### config.mk
export PLATFORM = sky130hd
export DESIGN_NAME = vga_fb_fetch
export DESIGN_NICKNAME = d
export VERILOG_FILES = /design/src/rtl/vga_fetch_pkg.sv /design/src/rtl/vga_fb_fifo.sv /design/src/rtl/vga_fb_fetch.sv
export SDC_FILE = /design/constraint.sdc
export NUM_CORES = 2
export LEC_CHECK = 0
export ABC_CLOCK_PERIOD_IN_PS = 4500
export CAP_MARGIN = 20
export CORE_ASPECT_RATIO = 0.7
export CORE_MARGIN = 8
export CORE_UTILIZATION = 40
export CTS_CLUSTER_DIAMETER = 150
export DETAILED_ROUTE_END_ITERATION = 6
export PLACE_DENSITY = 0.66
export SLEW_MARGIN = 30
export SYNTH_ARGS = -nofsm -noshare
export SYNTH_HDL_FRONTEND = slang
export SYNTH_HIERARCHICAL = 1
export SYNTH_SLANG_ARGS = --single-unit
### constraint.sdc
create_clock -name pclk_i -period 4.5 [get_ports pclk_i]
set_input_delay 1.125 -clock pclk_i [delete_from_list [all_inputs] [get_ports pclk_i]]
set_output_delay 1.125 -clock pclk_i [all_outputs]
set_load 0.1 [all_outputs]
### src/rtl/vga_fetch_pkg.sv
// vga_fetch_pkg: shared FSM states, beat size and RGB565 helpers for the framebuffer fetcher
package vga_fetch_pkg;
  typedef enum logic [2:0] {ST_IDLE, ST_WAIT, ST_ADDR, ST_DATA, ST_DRAIN} state_e;
  localparam int BEAT_BYTES = 4;
  typedef struct packed {
    logic [4:0] r;
    logic [5:0] g;
    logic [4:0] b;
  } rgb565_t;
  function automatic logic [15:0] rgb565_pack(input rgb565_t p);
    return {p.r, p.g, p.b};
  endfunction
  function automatic rgb565_t rgb565_unpack(input logic [15:0] w);
    return rgb565_t'(w);
  endfunction
endpackage

### src/rtl/vga_fb_fifo.sv
// vga_fb_fifo: synchronous pixel-word FIFO with flush; head is visible the cycle after it is written
module vga_fb_fifo #(
  parameter int DEPTH = 64,
  parameter int W = 32,
  parameter int CW = $clog2(DEPTH) + 1
) (
  input  logic          clk_i,
  input  logic          rst_i,
  input  logic          flush_i,
  input  logic          push_i,
  input  logic [W-1:0]  data_i,
  input  logic          pop_i,
  output logic [W-1:0]  data_o,
  output logic [CW-1:0] count_o,
  output logic          full_o,
  output logic          empty_o
);
  localparam int AW = CW - 1;
  logic [W-1:0] mem_q [DEPTH];
  logic [AW-1:0] rd_q, wr_q;
  logic [CW-1:0] cnt_q;
  logic do_push, do_pop;
  assign empty_o = cnt_q == '0;
  assign full_o = cnt_q == CW'(DEPTH);
  assign count_o = cnt_q;
  assign do_pop = pop_i & ~empty_o;
  assign do_push = push_i & (~full_o | do_pop);
  assign data_o = empty_o ? '0 : mem_q[rd_q];
  // storage write; a push into a full FIFO only lands when the head leaves in the same cycle
  always_ff @(posedge clk_i)
    if (do_push && !flush_i) mem_q[wr_q] <= data_i;
  // pointers and occupancy; flush wins over any push or pop in the same cycle
  always_ff @(posedge clk_i or posedge rst_i)
    if (rst_i) begin
      rd_q <= '0;
      wr_q <= '0;
      cnt_q <= '0;
    end else if (flush_i) begin
      rd_q <= '0;
      wr_q <= '0;
      cnt_q <= '0;
    end else begin
      rd_q <= rd_q + AW'(do_pop);
      wr_q <= wr_q + AW'(do_push);
      cnt_q <= cnt_q + CW'(do_push) - CW'(do_pop);
    end
endmodule

### src/rtl/vga_fb_fetch.sv
// vga_fb_fetch: AXI4 burst reader streaming a framebuffer into a pixel-word FIFO
module vga_fb_fetch
  import vga_fetch_pkg::*;
#(
  parameter int AXI_ADDR_W = 32,
  parameter int AXI_DATA_W = 32,
  parameter int BURST_LEN = 16,
  parameter int FIFO_DEPTH = 64
) (
  input  logic                  pclk_i,
  input  logic                  prst_i,
  input  logic                  en_i,
  input  logic [AXI_ADDR_W-1:0] fb_base_i,
  input  logic [19:0]           frame_words_i,
  input  logic                  frame_start_i,
  output logic                  ar_valid_o,
  input  logic                  ar_ready_i,
  output logic [AXI_ADDR_W-1:0] ar_addr_o,
  output logic [7:0]            ar_len_o,
  input  logic                  r_valid_i,
  output logic                  r_ready_o,
  input  logic [AXI_DATA_W-1:0] r_data_i,
  input  logic                  r_last_i,
  input  logic [1:0]            r_resp_i,
  input  logic                  pix_rd_i,
  output logic [AXI_DATA_W-1:0] pix_data_o,
  output logic                  pix_valid_o,
  output logic                  busy_o,
  output logic                  underflow_o,
  output logic                  rerr_o
);
  localparam int CW = $clog2(FIFO_DEPTH) + 1;
  state_e state_q, state_d;
  logic [AXI_ADDR_W-1:0] addr_q, addr_d;
  logic [19:0] rem_q, rem_d, beats;
  logic restart_q, restart_d, drain_q, drain_d, en_q, uf_q, uf_d, rerr_q, rerr_d;
  logic flush, push, en_rise, in_flight, fifo_full, fifo_empty;
  logic [CW-1:0] fifo_cnt;
  assign beats = rem_q > 20'(BURST_LEN) ? 20'(BURST_LEN) : rem_q;
  assign ar_addr_o = addr_q;
  assign ar_len_o = 8'(beats - 20'd1);
  assign busy_o = state_q == ST_ADDR || state_q == ST_DATA;
  assign in_flight = busy_o || state_q == ST_WAIT;
  assign pix_valid_o = ~fifo_empty;
  assign underflow_o = uf_q;
  assign rerr_o = rerr_q;
  assign en_rise = en_i & ~en_q;
  assign uf_d = (en_rise ? 1'b0 : uf_q) | (pix_rd_i & fifo_empty);
  assign rerr_d = (en_rise ? 1'b0 : rerr_q) | (r_valid_i & r_ready_o & (r_resp_i != 2'd0));

  vga_fb_fifo #(.DEPTH(FIFO_DEPTH), .W(AXI_DATA_W), .CW(CW)) u_fifo (
    .clk_i(pclk_i), .rst_i(prst_i), .flush_i(flush), .push_i(push), .data_i(r_data_i),
    .pop_i(pix_rd_i), .data_o(pix_data_o), .count_o(fifo_cnt), .full_o(fifo_full), .empty_o(fifo_empty)
  );

  // next-state: one burst at a time; restarts and disables wait for the in-flight burst to end
  always_comb begin
    state_d = state_q;
    addr_d = addr_q;
    rem_d = rem_q;
    restart_d = restart_q | (frame_start_i & in_flight);
    drain_d = drain_q | (~en_i & busy_o);
    flush = 1'b0;
    push = 1'b0;
    ar_valid_o = 1'b0;
    r_ready_o = 1'b0;
    case (state_q)
      ST_IDLE: begin
        restart_d = 1'b0;
        drain_d = 1'b0;
        flush = ~en_i;
        if (en_i && frame_start_i && frame_words_i != '0) begin
          addr_d = fb_base_i;
          rem_d = frame_words_i;
          flush = 1'b1;
          state_d = ST_WAIT;
        end
      end
      ST_WAIT: begin
        if (!en_i) begin
          flush = 1'b1;
          state_d = ST_IDLE;
        end else if (restart_d) begin
          restart_d = 1'b0;
          addr_d = fb_base_i;
          rem_d = frame_words_i;
          flush = 1'b1;
          state_d = frame_words_i != '0 ? ST_WAIT : ST_IDLE;
        end else if (rem_q == '0) begin
          state_d = ST_IDLE;
        end else if (!fifo_full && fifo_cnt <= CW'(FIFO_DEPTH - BURST_LEN)) begin
          state_d = ST_ADDR;
        end
      end
      ST_ADDR: begin
        ar_valid_o = 1'b1;
        if (ar_ready_i) state_d = ST_DATA;
      end
      ST_DATA: begin
        r_ready_o = 1'b1;
        if (!en_i || drain_q) begin
          flush = r_valid_i & r_last_i;
          state_d = (r_valid_i && r_last_i) ? ST_IDLE : ST_DRAIN;
        end else begin
          push = r_valid_i;
          if (r_valid_i && r_last_i && restart_d) begin
            restart_d = 1'b0;
            addr_d = fb_base_i;
            rem_d = frame_words_i;
            flush = 1'b1;
            state_d = frame_words_i != '0 ? ST_WAIT : ST_IDLE;
          end else if (r_valid_i && r_last_i) begin
            addr_d = addr_q + AXI_ADDR_W'(beats) * AXI_ADDR_W'(BEAT_BYTES);
            rem_d = rem_q - beats;
            state_d = ST_WAIT;
          end
        end
      end
      ST_DRAIN: begin
        r_ready_o = 1'b1;
        flush = r_valid_i & r_last_i;
        if (r_valid_i && r_last_i) state_d = ST_IDLE;
      end
      default: state_d = ST_IDLE;
    endcase
  end

  // state and sticky flag registers; reset abandons any burst in flight
  always_ff @(posedge pclk_i or posedge prst_i)
    if (prst_i) begin
      state_q <= ST_IDLE;
      addr_q <= '0;
      rem_q <= '0;
      restart_q <= 1'b0;
      drain_q <= 1'b0;
      en_q <= 1'b0;
      uf_q <= 1'b0;
      rerr_q <= 1'b0;
    end else begin
      state_q <= state_d;
      addr_q <= addr_d;
      rem_q <= rem_d;
      restart_q <= restart_d;
      drain_q <= drain_d;
      en_q <= en_i;
      uf_q <= uf_d;
      rerr_q <= rerr_d;
    end
endmodule

==> impl_metrics.yaml <==
global_route:
  antenna_found_initial: 21
  grt_util_met1_pct: 31.77
  track_usage_pct: 20.09
  use_met3_pct: 5.847
  busiest_layer: "met1"
  use_met2_pct: 27.75
  grt_first_pass_wirelength_um: 325700
  overflow: 0
  grt_pass1_vias: 43130
  grt_max_degree: 80
sta:
  rsz0062_at_grt: "yes"
  finalMaxSlewViolations: 0
  setup_violations: 32
  post-route-period-util_pct: 108.9
  period_needed_ps: 4903
  final_hold_viol_count: 0
  slew_headroom_pct: 30.39
  worstMarginPinSlew_ps: 1041
  fmax_mhz: 204.0
  finalWorstSetupSlack_ps: -402.7
  fin_skew_ps: 38.12
synth:
  ys_seq_area_share_pct: 75.43
  ys_types: 84
  synth_seq_cells: 2127
  avgSynthCellArea_um2: 20.19
  synth_area_um2: 84150
  synth_warnings: 6
  async_flop_share_pct: 3.714
  synth_cells: 4167
  synth_enable_flop_cells: 2048
  ys.flop_type: "edfxtp_1"
clocking:
  htree_levels: 4
  cts_buffers: 201
  cts_buffer_depth: 4
  clockRootBuffer: "clkbuf_16"
  clock_latency_ps: 850
  cts_tree: "yes"
  path_clk_slew_ps: 60
  cts.sinks: 2127
drt:
  drc_errors: 0
  firstDrtPassIters: 5
  finalWirelength_um: 234000
  vias_per_cell: 5.911
  post_drt_wl_per_cell_um: 30.15
  vias: 45890
  drt-initial-drc-count: 6507
  antenna_left: 0
job:
  max_cap_viol_count: 0
pwr:
  power_density_nw_per_um2: 517.8
  p_clk_share_pct: 31.3
  intPower_w: 0.03710
  swShare_pct: 29.96
  pwr-share-comb_pct: 26.4
  switchingPower_w: 0.01587
  p_leak_nw: 32.17
  p_seq_share_pct: 42.3
  power_w: 0.05296
  vdd_ir_drop_max_v: 0.0003446
critical_path:
  crit_required_ps: 3380
  cpPeakStageDelay_ps: 650
  cp-start-kind: "flop"
  cp-end-kind: "primary output"
  slowest_stage: "mux4_2"
  crit_path_max_fanout: 7
  rr_worst_depth: 14
  critPathKind: "flop to primary output"
  critPathArrivalTime_ps: 3780
  reg2reg_slack_ps: 520
  worstPathCellList: "buf_6, buf_12, buf_16, buf_4, mux4_2, mux4_2, o22ai_4, buf_6, a31oi_2, buf_12"
floorplanning:
  fp.dieH_um: 399.7
  dieArea_um2: 225500
  num_rows: 141
  initial_core_util_pct: 40.05
  ios: 172
  die_x_um: 564.2
  core-area_um2: 210100
layout:
  drive_gt1_share_pct: 30.35
  fillers: 16690
  syn_to_final_growth_pct: 21.54
  nets: 4946
  finalNonFillerCells: 7762
hold_path:
  hp-class: "flop to flop"
  worstHoldPathCells: 2
placed_design:
  place_ws_ps: -128.7
  io_buffers: 171
  hpwl_um: 146400
  gp_congestion: 0.8330
  place_inst: 7305
run_status:
  status: "finished with violations"
  violations: "setup timing"
-- metrics by stage --
step                      utilization (%)  hold slack, ps  TNS [ps]  area (um2)
after floorplan                         -           467.8         0       84220
after global placement              44.48           455.8   -408840       93470
after detailed placement            44.49           475.7    -47410       93490
after CTS                           48.16           490.0    -12800      101200
after global routing                48.67           533.4    -13300      102300
final                               48.68           480.1    -10710      102300
-- cells in the final DEF (no fill, tap or decap), types with 21 or more instances in the layout --
cell             netlist  routed
clkbuf_16              0     214
nor3_1                21      21
buf_6                 28      35
o221ai_1              85      75
o32ai_1               30      28
edfxtp_1            2048    2048
o21ai_0               32      32
ha_1                  32      32
clkdlybuf4s50_1        0      95
clkbuf_1             113      39
clkinv_1               1      44
buf_4                 19     320
dfrtp_1               79      75
buf_12                 0     152
buf_16                 0      31
a21oi_1              125     112
nor2_4                 0      66
mux4_2               464     464
o22ai_2                0      29
a31oi_1               40      23
o21ai_1               61      58
nand2_1              184     173
inv_1                 25      23
nand3_1               26      24
clkinv_2               0      34
mux2i_1              233     230
nor2_1               134      68
o22ai_1               89      57
-- cell usage after synthesis, types with 25 or more instances --
| cell | n | area, um2 |
|---|---|---|
| inv_1 | 25 | 93.84 |
| o21ai_0 | 32 | 160.2 |
| nand2_1 | 184 | 690.7 |
| nor2_1 | 134 | 503.0 |
| buf_1 | 30 | 112.6 |
| mux4_2 | 464 | 10450 |
| buf_6 | 28 | 315.3 |
| a21oi_1 | 125 | 625.6 |
| edfxtp_1 | 2048 | 61500 |
| buf_2 | 39 | 195.2 |
| a31oi_1 | 40 | 250.2 |
| clkbuf_1 | 113 | 424.2 |
| nand3_1 | 26 | 130.1 |
| dfrtp_1 | 79 | 1977 |
| o32ai_1 | 30 | 262.8 |
| o21ai_1 | 61 | 305.3 |
| mux2i_1 | 233 | 2332 |
| ha_1 | 32 | 400.4 |
| o221ai_1 | 85 | 744.5 |
| o22ai_1 | 89 | 556.8 |
-- final timing paths --
| check | from | to |
|---|---|---|
| worst max-delay path | u_fifo/rd_q[0]$_DFF_PP0_ | pix_data_o[19] |
| worst min-delay path | rerr_o$_DFF_PP0_ | rerr_o$_DFF_PP0_ |
| worst max register to register | rem_q[12]$_DFFE_PP0P_ | ar_addr_o[28]$_DFFE_PP0P_ |
| worst min register to register | rerr_o$_DFF_PP0_ | rerr_o$_DFF_PP0_ |
| max in group asynchronous | prst_i | ar_addr_o[24]$_DFFE_PP0P_ |
| min in group asynchronous | prst_i | u_fifo/rd_q[3]$_DFF_PP0_ |
-- timing repair --
| action | 4_1_cts | 5_1_grt |
|---|---|---|
| gates cloned | 19 | 8 |
| endpoints found under the setup margin | 34 | 35 |
| hold buffers | 0 | 0 |
| setup buffers | 35 | 46 |
| resized for setup | 106 | 80 |
| pin swaps | 17 | 32 |
-- area by class of cell --
| cell class | instances | area [um2] | area share (%) |
|---|---|---|---|
| clock inverter | 109 | 1003 | 0.9811 |
| tap | 2788 | 3488 | 3.411 |
| sequential | 2127 | 63490 | 62.08 |
| multi-input combinational | 1791 | 20570 | 20.11 |
| antenna | 5 | 12.51 | 0.01223 |
| timing repair buffer | 670 | 8304 | 8.119 |
| clock buffer | 245 | 5301 | 5.183 |
| inverter | 27 | 106.4 | 0.1040 |
-- worst max-delay path, delay by kind of cell, from the launching register on --
family | cells | cell delay [ps]
AO/OA/AOI/OAI | 2 | 300
buffers and inverters | 6 | 950
flip-flops | 1 | 520
multiplexers | 2 | 1140
-- routing by layer --
metal | wire, um | vias up
met5 | 9 | -
met4 | 4205 | 2
met3 | 31580 | 261
met2 | 97370 | 2731
met1 | 100800 | 24160
li1 | - | 18730
-- cell families (layout without fill, tap and decap cells) --
family,count (synthesis),after routing,synth area share (%)
DFF,2127,2127,75.43
xor gates and xnor gates,28,28,0.2914
buffers and inverters,262,1051,1.642
adders and majority gates,35,35,0.5353
and+or+nand+nor,458,458,2.493
other,2,20,0.008925
AOI/OAI and AO/OA,555,555,4.367
muxes,700,700,15.23
-- power by group through the flow --
stage,logic (W),registers (W),clock network [W]
final,0.0140,0.0224,0.0166
after floorplan,0.00699,0.0238,0
after detailed placement,0.0127,0.0228,0
after CTS,0.0135,0.0224,0.0169
after global routing,0.0146,0.0224,0.0176
after global placement,0.0126,0.0228,0
-- state kept, by name, indices dropped and copies added (netlist names) --
signal / cells
underflow_o: 1
u_fifo/count_o: 7
ar_addr_o: 32
rem_q: 20
u_fifo/wr_q: 6
en_q: 1
restart_q: 1
drain_q: 1
u_fifo/mem_q: 2048
state_q: 3
rerr_o: 1
u_fifo/rd_q: 6
No activity file was read; power rests on OpenSTA's default activity.
